===== config.mk =====
export PLATFORM = sky130hd
export DESIGN_NAME = pwm_duty_decoder
export DESIGN_NICKNAME = d
export VERILOG_FILES = /design/src/rtl/pwm_duty_decoder.sv
export SDC_FILE = /design/constraint.sdc
export NUM_CORES = 1
export LEC_CHECK = 0
export CORE_MARGIN = 3
export CORE_UTILIZATION = 50
export CTS_BUF_LIST = sky130_fd_sc_hd__clkbuf_16
export DETAILED_ROUTE_END_ITERATION = 12
export HOLD_SLACK_MARGIN = 0.12
export PLACE_DENSITY = 0.75
export SLEW_MARGIN = 30
export SYNTH_ARGS = -nofsm -noshare
export SYNTH_HDL_FRONTEND = slang
export SYNTH_SLANG_ARGS = --single-unit

===== constraint.sdc =====
create_clock -name clk -period 1.9 [get_ports clk]
set_input_delay 0.285 -clock clk [delete_from_list [all_inputs] [get_ports clk]]
set_output_delay 0.285 -clock clk [all_outputs]
set_load 0.05 [all_outputs]

===== src/rtl/pwm_duty_decoder.sv =====
// PWM duty decoder: synchronizes pwm_in, measures high time and rise-to-rise period,
// and reports constant-level inputs through a timeout path.
module pwm_duty_decoder #(
  parameter int DATA_W = 12,
  parameter int STAGES = 2
) (
  input  logic              clk,
  input  logic              reset,
  input  logic              enable,
  input  logic              pwm_in,
  output logic [DATA_W-1:0] duty_count,
  output logic [DATA_W-1:0] period_count,
  output logic              valid,
  output logic              timeout
);

  typedef enum logic {SYNC, MEAS} state_t;

  localparam logic [DATA_W-1:0] CNT_MAX = '1;
  localparam logic [DATA_W-1:0] CNT_ONE = 1;

  function automatic logic [DATA_W-1:0] sat_inc(input logic [DATA_W-1:0] v);
    return (v == CNT_MAX) ? v : v + CNT_ONE;
  endfunction

  logic [STAGES-1:0] sync_p0;
  logic              prev_p1;
  logic              s;
  logic              rise;
  logic              tmo;

  state_t            state, state_nxt;
  logic [DATA_W-1:0] high_cnt, per_cnt;
  logic [DATA_W-1:0] high_nxt, per_nxt;
  logic              rpt, rpt_tmo;
  logic [DATA_W-1:0] rpt_duty, rpt_per;

  // Stage p0/p1: synchronizer and edge detect, preset high so only a seen low arms a rise
  always_ff @(posedge clk or posedge reset) begin
    if (reset) begin
      sync_p0 <= '1;
      prev_p1 <= 1'b1;
    end else begin
      sync_p0 <= {sync_p0[STAGES-2:0], pwm_in};
      prev_p1 <= sync_p0[STAGES-1];
    end
  end

  assign s    = sync_p0[STAGES-1];
  assign rise = s & ~prev_p1;
  assign tmo  = (per_cnt == CNT_MAX) && !rise;

  always_ff @(posedge clk or posedge reset) begin
    if (reset) state <= SYNC;
    else       state <= state_nxt;
  end

  always_comb begin
    state_nxt = state;
    if (!enable)   state_nxt = SYNC;
    else if (rise) state_nxt = MEAS;
    else if (tmo)  state_nxt = SYNC;
  end

  // A rise beats a simultaneous timeout, so the counters never wrap
  always_comb begin
    high_nxt = high_cnt;
    per_nxt  = per_cnt;
    rpt      = 1'b0;
    rpt_tmo  = 1'b0;
    rpt_duty = high_cnt;
    rpt_per  = per_cnt;
    if (!enable) begin
      high_nxt = '0;
      per_nxt  = '0;
    end else if (rise) begin
      high_nxt = CNT_ONE;
      per_nxt  = CNT_ONE;
      rpt      = (state == MEAS);
    end else if (tmo) begin
      high_nxt = '0;
      per_nxt  = '0;
      rpt      = 1'b1;
      rpt_tmo  = 1'b1;
      rpt_duty = s ? CNT_MAX : '0;
      rpt_per  = CNT_MAX;
    end else begin
      per_nxt = sat_inc(per_cnt);
      if (state == SYNC)  high_nxt = '0;
      else if (s)         high_nxt = sat_inc(high_cnt);
    end
  end

  // Stage p2: counters and registered report
  always_ff @(posedge clk or posedge reset) begin
    if (reset) begin
      high_cnt     <= '0;
      per_cnt      <= '0;
      duty_count   <= '0;
      period_count <= '0;
      valid        <= 1'b0;
      timeout      <= 1'b0;
    end else begin
      high_cnt <= high_nxt;
      per_cnt  <= per_nxt;
      valid    <= rpt;
      if (rpt) begin
        duty_count   <= rpt_duty;
        period_count <= rpt_per;
        timeout      <= rpt_tmo;
      end
    end
  end

endmodule

==> results.sh <==
export IMPL_yosys_warnings=0
export IMPL_worst_setup_path_type="flop to flop"
export IMPL_worst_slew_pin_transition_ps=500
export IMPL_synth_fa_ha_area_share_pct=0.984
export IMPL_synth_distinct_cells=45
export IMPL_synth_top_family_by_area="simple AND/OR/NAND/NOR gates"
export IMPL_synthSimpleGateAreaFrac_pct=15.9
export IMPL_worstPathCellList="and3_1 > nand4_1 > buf_4 > or3_1 > a21oi_1"
export IMPL_die_area_um2=5980
export IMPL_post_route_min_period_ps=1810
export IMPL_crit_slowest_cell="dfstp_2"
export IMPL_areaGrowthSynthToFinish_pct=26.6
export IMPL_yosys_top_cells_area="dfrtp_1 (50%), a211oi_1 (3.8%), dfstp_2 (3.1%), mux2_1 (3.1%), a31oi_1 (3.0%)"
export IMPL_ioPinCount=30
export IMPL_critical_path_max_stage_delay_ps=620
export IMPL_hold_path_class="primary input to asynchronous set/reset pin"
export IMPL_path_buf_inv=1
export IMPL_synthXorXnorAreaFrac_pct=4.13
export IMPL_grt_usage_pct=19.9
export IMPL_grt_pass1_vias=1963
export IMPL_relSlewSlack_pct=66.5
export IMPL_rows=25
export IMPL_crit_required_ps=2110
export IMPL_numPortBuffers=29
export IMPL_rsz0062_at_grt="no"
export IMPL_synth_compound_area_share_pct=15.5
export IMPL_insertion_delay_ps=290
export IMPL_dpl_cell_count=338
export IMPL_diodes=0
export IMPL_coreArea_um2=4820
export IMPL_arrival_ps=2020
export IMPL_num_vias=2045
export IMPL_powerDensity_nw_per_um2=936
export IMPL_path_delay_family="simple AND/OR/NAND/NOR gates"
export IMPL_cts_sinks=54
export IMPL_drt_iter0_drc=198
export IMPL_skew_ps=8.88
export IMPL_synthCells=233
export IMPL_remaining_drc_errors=0
export IMPL_die_h_um=77.3
export IMPL_synth_edf_count=0
export IMPL_nets=287
export IMPL_maxCapViolCount=0
export IMPL_antenna_found_initial=0
export IMPL_synth_ff_type="dfrtp_1"
export IMPL_cp_max_fo=9
export IMPL_layout_worst_path_cycle_share_pct=95.3
export IMPL_tns_ps=0
export IMPL_layout_cells_non_filler=349
export IMPL_drive_above_1_share_pct=16.3
export IMPL_status="complete, no violations"
export IMPL_clock_tree_buffer_depth=2
export IMPL_grt_max_degree=27
export IMPL_root_buffer="clkbuf_16"
export IMPL_async_reset_ff_share_pct=100
export IMPL_crit_path_start_kind="flop"
export IMPL_final_common_cell="dfrtp_1"
export IMPL_yosysTopAreaCell="dfrtp_1"
export IMPL_routedWlPerCell_um=15.8
export IMPL_rr_worst_depth=5
export IMPL_mostFrequentLayoutCells="dfrtp_1 (50), clkdlybuf4s50_1 (29), buf_4 (23)"
export IMPL_drtAntennaViolNets=0
export IMPL_htreeDepth=2
export IMPL_die_w_um=77.3
export IMPL_gp_congestion=0.872
export IMPL_setup_violations=0
export IMPL_routed_wl_um=5520
export IMPL_viasPerCell=5.86
export IMPL_dp_hpwl_um=3750
export IMPL_drv_slew=0
export IMPL_grt_pass1_wl_um=9560
export IMPL_netlist_area_um2=2540
export IMPL_crit_path_end_kind="flop"
export IMPL_synth_seq_cells=54
export IMPL_cts_buffers=5
export IMPL_path_clk_slew_ps=70
export IMPL_drtPass1Iterations=5
export IMPL_start_util_pct=52.8
export IMPL_finalHoldViolCount=0
export IMPL_overflow=0
export IMPL_max_freq_mhz=552
export IMPL_synth_seq_area_share_pct=53.3
export IMPL_tritoncts="built"
export IMPL_path_depth=5
export IMPL_power_leakage_nw=1.37
export IMPL_yosys_mux_area_fraction_pct=6.25
export IMPL_avgSynthCellArea_um2=10.9
export IMPL_synth_top_area_share_pct=50.2
export IMPL_max_vdd_ir_drop_v=0.000505
export IMPL_synth_nets=239
[timing repair]
item / CTS / global route
gates resized for setup: 0 / 1
setup endpoints to repair: 0 / 3
buffers inserted: 0 / 3
hold buffers: 0 / 0
[cell families after synthesis]
logic type / count (synthesis)
fa+ha+maj: 2
xor+xnor: 12
mux: 13
buf+inv: 19
compound gates: 61
flops: 54
simple gates: 72
[sequential cells by signal (all words and copies together) (netlist names)]
name          cells
duty_count       12
high_cnt         12
per_cnt          12
period_count     12
prev_p1           1
state             1
sync_p0           2
timeout           1
valid             1
[cells in the mapped netlist, drive strengths merged, types with 4 or more instances]
cell	instances
nand3	8
a211oi	13
dfrtp	51
o21ai	16
nor3	5
buf	4
xnor2	4
nand2	11
a31oi	12
a21oi	8
clkbuf	9
and2	4
nand4	10
xor2	8
nor2	15
inv	6
mux2	11
and3	5
[worst register-to-register path, stage by stage, from the launching register on]
cell     delay (ps)
dfstp_2         620
and3_1          200
nand4_1         190
buf_4           210
or3_1           340
a21oi_1         170
[worst paths after layout]
path	startpoint	endpoint	slack, ps
min in group clk	sync_p0[0]	sync_p0[1]	360
worst min register to register	sync_p0[0]	sync_p0[1]	360
worst max-delay path	sync_p0[1]	high_cnt[5]	90
worst max register to register	sync_p0[1]	high_cnt[5]	90
max in group asynchronous	reset	duty_count[5]	1010
worst min-delay path	reset	high_cnt[5]	310
[power by group]
| group | total (W) | switching, W | leakage [nW] | internal (W) |
|---|---|---|---|---|
| clock network | 0.00102 | 0.000398 | 0.0836 | 0.000617 |
| logic | 0.000690 | 0.000455 | 0.573 | 0.000235 |
| registers | 0.00131 | 0.0000566 | 0.712 | 0.00125 |
| total | 0.00301 | 0.000910 | 1.37 | 0.00210 |
[per-layer routing]
metal	global-route usage [%]	up-vias	routed length [µm]	part of all wire, %
met5	0	-	0	0
met4	5.87	0	78	1.4
met3	3.99	10	260	4.7
met2	30.4	65	2480	45
met1	28.7	1012	2700	49
li1	-	958	-	-
[per-stage QoR]
stage | setup slack, ps | util (%) | power, W | hold WS, ps | instance area, µm²
after global routing | 10.2 | 66.8 | 0.00312 | 355 | 3220
after floorplan | 40.8 | - | 0.00178 | 289 | 2540
after detailed placement | 54.2 | 62.9 | 0.00202 | 348 | 3030
final | 88.9 | 66.8 | 0.00301 | 313 | 3220
after CTS | 46.1 | 66.3 | 0.00303 | 323 | 3190
after global placement | 110 | 62.9 | 0.00201 | 345 | 3030
[layout make-up]
cell class / count / area (µm²)
clock inverter: 3 / 40.0
multi-input combinational: 160 / 1090
fill: 393 / 1600
tap: 67 / 83.8
timing repair buffer: 54 / 503
sequential: 54 / 1360
inverter: 6 / 22.5
clock buffer: 5 / 125
Power figures use the tool's default switching activity.
